<file path="src/rtl/pwm_ctrl_pkg.sv">
// Shared types and constants for the PWM fade controller and pwm_driver.
package pwm_ctrl_pkg;

    typedef logic [7:0] level_t;

    typedef enum logic [1:0] {
        IDLE  = 2'd0,
        DWELL = 2'd1,
        STEP  = 2'd2
    } fade_state_t;

    // Must match pwm_driver's reset cutoff so a reset needs no write.
    localparam level_t PWM_RESET_LEVEL = 8'h7f;

    // One fade step toward target, clamped so the level never overshoots.
    // Arithmetic is 9 bits wide so a large step cannot wrap past 8'hff or 0.
    function automatic level_t fade_next_level(input level_t level,
                                               input level_t step,
                                               input level_t target,
                                               input logic   up);
        logic [8:0] sum;
        logic [8:0] diff;
        level_t     res;
        sum  = {1'b0, level} + {1'b0, step};
        diff = {1'b0, level} - {1'b0, step};
        if (up) begin
            res = (sum >= {1'b0, target}) ? target : sum[7:0];
        end else begin
            res = (diff[8] || (diff[7:0] <= target)) ? target : diff[7:0];
        end
        return res;
    endfunction

endpackage

</file>
<file path="src/rtl/dwell_timer.sv">
// 16-bit down counter with synchronous load and a zero flag.
module dwell_timer (
    input  logic        clk,
    input  logic        rst,
    input  logic        load,
    input  logic [15:0] load_value,
    input  logic        en,
    output logic        zero
);

    logic [15:0] count_q, count_d;

    // Load has priority; otherwise count down while enabled, stopping at zero.
    always_comb begin
        count_d = count_q;
        if (load) begin
            count_d = load_value;
        end else if (en && (count_q != '0)) begin
            count_d = count_q - 16'd1;
        end
    end

    // Counter register.
    always_ff @(posedge clk or posedge rst) begin
        if (rst) begin
            count_q <= '0;
        end else begin
            count_q <= count_d;
        end
    end

    assign zero = (count_q == '0);

endmodule

</file>
<file path="src/rtl/pwm_fade_ctrl.sv">
// Fade sequencer for pwm_driver: walks the cutoff level toward a commanded
// target one step per DWELL_CYCLES+1 clocks, issuing a one-cycle load strobe
// per step. Optional abort input is enabled by defining PWM_FADE_ABORT_EN.
module pwm_fade_ctrl
    import pwm_ctrl_pkg::*;
#(
    parameter logic [15:0] DWELL_CYCLES = 16'd1000,
    parameter level_t      RESET_LEVEL  = PWM_RESET_LEVEL
) (
    input  logic       clk,
    input  logic       reset,
`ifdef PWM_FADE_ABORT_EN
    input  logic       abort,
`endif
    input  logic       cmd_valid,
    output logic       cmd_ready,
    input  logic [7:0] cmd_target,
    input  logic [7:0] cmd_step,
    output logic       set_cutoff_en,
    output logic [7:0] cutoff_value,
    output logic       busy,
    output logic       done
);

    fade_state_t state_q, state_d;
    level_t      level_q, level_d;
    level_t      target_q, target_d;
    level_t      step_q, step_d;
    logic        up_q, up_d;
    level_t      cutoff_q, cutoff_d;
    logic        strobe_q, strobe_d;
    logic        done_q, done_d;
    logic        tmr_load, tmr_en, tmr_zero;
    logic        abort_w;

`ifdef PWM_FADE_ABORT_EN
    assign abort_w = abort;
`else
    assign abort_w = 1'b0;
`endif

    dwell_timer u_dwell_timer (
        .clk        (clk),
        .rst        (reset),
        .load       (tmr_load),
        .load_value (DWELL_CYCLES - 16'd1),
        .en         (tmr_en),
        .zero       (tmr_zero)
    );

    assign cmd_ready = (state_q == IDLE) && !reset;
    assign busy      = (state_q != IDLE);
    assign done      = done_q;
    assign cutoff_value = cutoff_q;

    // The new level is registered on entry to STEP so the strobe and value
    // are flop outputs; level_q commits on leaving STEP, which lets an abort
    // during STEP suppress both the strobe and the level update.
`ifdef PWM_FADE_ABORT_EN
    assign set_cutoff_en = strobe_q && !abort;
`else
    assign set_cutoff_en = strobe_q;
`endif

    // Next-state and next-output logic.
    always_comb begin
        state_d  = state_q;
        level_d  = level_q;
        target_d = target_q;
        step_d   = step_q;
        up_d     = up_q;
        cutoff_d = cutoff_q;
        strobe_d = 1'b0;
        done_d   = 1'b0;
        tmr_load = 1'b0;
        tmr_en   = 1'b0;
        case (state_q)
            IDLE: begin
                if (cmd_valid && cmd_ready) begin
                    if (cmd_target == level_q) begin
                        done_d = 1'b1;
                    end else begin
                        target_d = cmd_target;
                        step_d   = (cmd_step == '0) ? 8'd1 : cmd_step;
                        up_d     = (cmd_target > level_q);
                        tmr_load = 1'b1;
                        state_d  = DWELL;
                    end
                end
            end
            DWELL: begin
                tmr_en = 1'b1;
                if (abort_w) begin
                    state_d = IDLE;
                end else if (tmr_zero) begin
                    cutoff_d = fade_next_level(level_q, step_q, target_q, up_q);
                    strobe_d = 1'b1;
                    state_d  = STEP;
                end
            end
            STEP: begin
                if (abort_w) begin
                    cutoff_d = level_q;
                    state_d  = IDLE;
                end else begin
                    level_d = cutoff_q;
                    if (cutoff_q == target_q) begin
                        done_d  = 1'b1;
                        state_d = IDLE;
                    end else begin
                        tmr_load = 1'b1;
                        state_d  = DWELL;
                    end
                end
            end
            default: state_d = IDLE;
        endcase
    end

    // State and output registers.
    always_ff @(posedge clk or posedge reset) begin
        if (reset) begin
            state_q  <= IDLE;
            level_q  <= RESET_LEVEL;
            target_q <= RESET_LEVEL;
            step_q   <= 8'd1;
            up_q     <= 1'b0;
            cutoff_q <= RESET_LEVEL;
            strobe_q <= 1'b0;
            done_q   <= 1'b0;
        end else begin
            state_q  <= state_d;
            level_q  <= level_d;
            target_q <= target_d;
            step_q   <= step_d;
            up_q     <= up_d;
            cutoff_q <= cutoff_d;
            strobe_q <= strobe_d;
            done_q   <= done_d;
        end
    end

endmodule

</file>
<file path="config.mk">
export PLATFORM = sky130hd
export DESIGN_NAME = pwm_fade_ctrl
export DESIGN_NICKNAME = d
export VERILOG_FILES = /design/src/rtl/pwm_ctrl_pkg.sv /design/src/rtl/dwell_timer.sv /design/src/rtl/pwm_fade_ctrl.sv
export SDC_FILE = /design/constraint.sdc
export NUM_CORES = 1
export LEC_CHECK = 0
export CORE_ASPECT_RATIO = 2
export CORE_MARGIN = 5
export CORE_UTILIZATION = 59
export CTS_CLUSTER_DIAMETER = 120
export CTS_CLUSTER_SIZE = 30
export DETAILED_ROUTE_END_ITERATION = 8
export PLACE_DENSITY = 0.81
export SLEW_MARGIN = 20
export SYNTH_ARGS = -nofsm -noshare
export SYNTH_HDL_FRONTEND = slang
export SYNTH_SLANG_ARGS = --single-unit
export TNS_END_PERCENT = 1
</file>
<file path="constraint.sdc">
create_clock -name clk -period 4.1 [get_ports clk]
set_input_delay 0.41 -clock clk [delete_from_list [all_inputs] [get_ports clk]]
set_output_delay 0.41 -clock clk [all_outputs]
set_load 0.02 [all_outputs]
</file>
==> run summary <==
Avg Inst Size Synth - 9.715 um2
worst slew pin tran - 0.8909 ns
Post-CTS Setup Inserts - 0
design area - 4448 um2
CP required - 4.30 ns
Clk Latency, worst-skew pair - 0.30 ns
DRT Pass-1 Iters - 5
row count - 41
cts bufs inserted - 5
startpoint types - register
endpoints failing hold - 0
ANT cells - 0
reg-to-reg startpoint - level_q[1]$_DFFE_PP1N_
Synth area leaders - dfrtp_1 20%, dfstp_2 15%, ha_1 13%
crit-path max cell delay - 0.61 ns
Die Y - 124.6 um
CTS clk-pin slew, worst paths - 0.07 ns
critical path type - register to register
Post-Layout Cell Count - 519
Port Buffers - 30
Worst Path Arrival - 3.85 ns
NumNets Final - 494
warnings from Yosys - 0
Tot GR Track Use - 0.2586
Slew HR - 0.4006
async set or reset register ratio after synthesis - 1.000
Period minus WS final - 3.654 ns
Levels on crit path - 12
share of cells above drive strength 1 - 0.1663
CP delay by family, top - simple AND/OR/NAND/NOR gates
hold_ws - 0.4712 ns
register area share after synthesis - 0.3493
core area - 6361 um2
drt total wl - 9.970 mm
Yosys cell types - 62
GR peak layer - met2
Starting DRT DRC Count - 118
CTS Root Cell - clkbuf_16
EDFF count, synth - 0
outcome - complete, no violations
Sw Pwr - 210.8 uW
initial core utilization - 0.6094
Boundary Pins - 31
combinational power share - 0.040
largest net degree at the start of global routing - 54
dpl cells - 511
number of global-route vias before repair - 3,354
endpoints failing setup - 0
GP Congestion - 0.9138
flops & latches, synth - 53
Post-synth top flop - dfrtp_1
area delta synth->final - 14.75%
Post-Syn Nets - 461
DRC - 0
FF-to-FF setup slack - 0.45 ns
worst reg-to-reg path cell count - 12
clock buffer depth - 2
CP bufs+invs - 0
Clk pwr share - 0.466
CP Launch Point - level_q[1]$_DFFE_PP1N_
internal cell power - 850.3 uW
WL per Instance - 19.21 um
GRT met3 Usage - 0.03700
Max Clk Rate - 273.6 MHz
Final Cycle Share - 0.8913
dpl cell area - 4275 um2
post-synth top area cell - dfrtp_1
Via Count - 3,076
Peak supply drop - 0.0002859 V
antenna violations before repair - 0
CTS tree - done
critical path fanouts, max - 7
RSZ-0062 raised after global routing - false
Slowest-stage cell, CP - dfstp_2
Vias/cell - 5.927
Die Wd - 67.32 um
H-tree depth - 2
Flop pwr share - 0.494
share of the synthesized area in the top cell type - 0.2001
RR Endpoint - cutoff_value[0]$_DFFE_PP1P_
Leak - 1.915 nW
Gates resized, CTS repair - 0
max-slew violation count - 0
M1 GR Usage - 0.2614
Final Power - 1.061 mW
critical-path cell list - ha_1 -> nor2b_1 -> o311ai_1 -> nor4b_1 -> or3_1 -> and2_1 -> ha_1 -> nand4_1 -> o311a_1 -> and3_1 -> mux2i_1 -> a221oi_1
antenna-violating nets left - 0
met2 Usage GRT - 0.4745
switching portion of total power - 0.1986
dpl hpwl - 7.880 mm
die area - 8389 um2
Worst setup EP type - register
pwr dens - 238.6 nW/um2
worst min-delay path class - register to register
setup TNS - 0 ns
cell mode on critical path - ha_1
first-pass GRT wire length - 16.30 mm
Max-Cap Viols - 0
Worst Clk Skew - 0.005970 ns
Syn Inst Count - 399
mapped cell area - 3876 um2
crit path capture - cutoff_value[0]$_DFFE_PP1P_
clk sinks - 53
Congestion Overflow GR - 0
Post-CTS Hold Fix Bufs - 0
flip-flops by register name, indices dropped and copies added, names as in the netlist:
name                   cells
cutoff_value               8
done                       1
level_q                    8
set_cutoff_en              1
state_q                    2
step_q                     8
target_q                   8
u_dwell_timer.count_q     16
up_q                       1
worst min path at each step:
stage                                      start              to  depth (start not counted)
after CTS                 state_q[0]$_DFFE_PP0P_  done$_DFF_PP0_                          1
after global routing      state_q[0]$_DFFE_PP0P_  done$_DFF_PP0_                          1
final                     state_q[0]$_DFFE_PP0P_  done$_DFF_PP0_                          1
after global placement    state_q[0]$_DFFE_PP0P_  done$_DFF_PP0_                          1
after floorplan           state_q[0]$_DFFE_PP0P_  done$_DFF_PP0_                          1
after detailed placement  state_q[0]$_DFFE_PP0P_  done$_DFF_PP0_                          1
cells in the mapped netlist, types with 3 or more instances:
library cell,instances
ha_1,41
inv_1,36
dfrtp_1,31
nor2_1,30
nand2_1,24
mux2_2,23
dfstp_2,22
xnor2_1,18
a21oi_1,17
mux2i_1,13
o21ai_0,13
xor2_1,9
nand2b_1,8
nand4_1,8
nor2b_1,8
nor3_1,8
or3_1,6
clkbuf_1,5
a21o_1,4
a31oi_1,4
nand3_1,4
o211ai_1,4
o221ai_1,4
or4_1,4
a211oi_1,3
a221oi_1,3
nor4_1,3
o21a_1,3
or2_2,3
cells in the final DEF, fill, tap and decap left out, types with 9 or more instances in the layout:
master            n
a21oi_1          17
clkdlybuf4s50_1  30
dfrtp_1          31
dfstp_2          22
ha_1             41
inv_1            35
mux2_2           23
mux2i_1          13
nand2_1          24
nor2_1           30
o21ai_0          13
xnor2_1          18
xor2_1            9
cell type report:
| type | count | area [um2] |
|---|---|---|
| flip-flops and latches | 53 | 1354 |
| repair buffers | 35 | 337.8 |
| clock buffers | 7 | 142.6 |
| well taps | 86 | 107.6 |
| fillers | 534 | 1913 |
| clock inverters | 1 | 30.03 |
| multi-input cells | 300 | 2325 |
| inverters | 37 | 151.4 |
routing by layer:
layer | wire length [um] | vias up
met5 | 0 | -
met1 | 3578 | 1504
li1 | - | 1481
met2 | 5663 | 58
met3 | 199 | 33
met4 | 529 | 0
cell families (layout without fill, tap and decap cells):
logic type / after synthesis / after routing / share of synthesized area
simple gates: 122 / 122 / 0.1679
xor+xnor: 27 / 27 / 0.06101
buf+inv: 46 / 80 / 0.05100
flops: 53 / 53 / 0.3493
mux: 36 / 36 / 0.1004
compound gates: 72 / 72 / 0.1278
fa+ha+maj: 43 / 43 / 0.1427
power by group through the flow:
stage | clock, mW | combinational, mW | sequential, mW
after floorplan | 0 | 0.0157 | 0.533
final | 0.495 | 0.0427 | 0.524
after global placement | 0 | 0.0417 | 0.533
after global routing | 0.524 | 0.0466 | 0.523
after CTS | 0.505 | 0.0432 | 0.524
after detailed placement | 0 | 0.0431 | 0.533
stage by stage:
stage / util / setup slack, ns
after floorplan: - / 0.7271
after global placement: 0.6721 / 0.5192
after detailed placement: 0.6721 / 0.3753
after CTS: 0.6993 / 0.3656
after global routing: 0.6993 / 0.08873
final: 0.6993 / 0.4456
No activity file was read; power rests on OpenSTA's default activity.
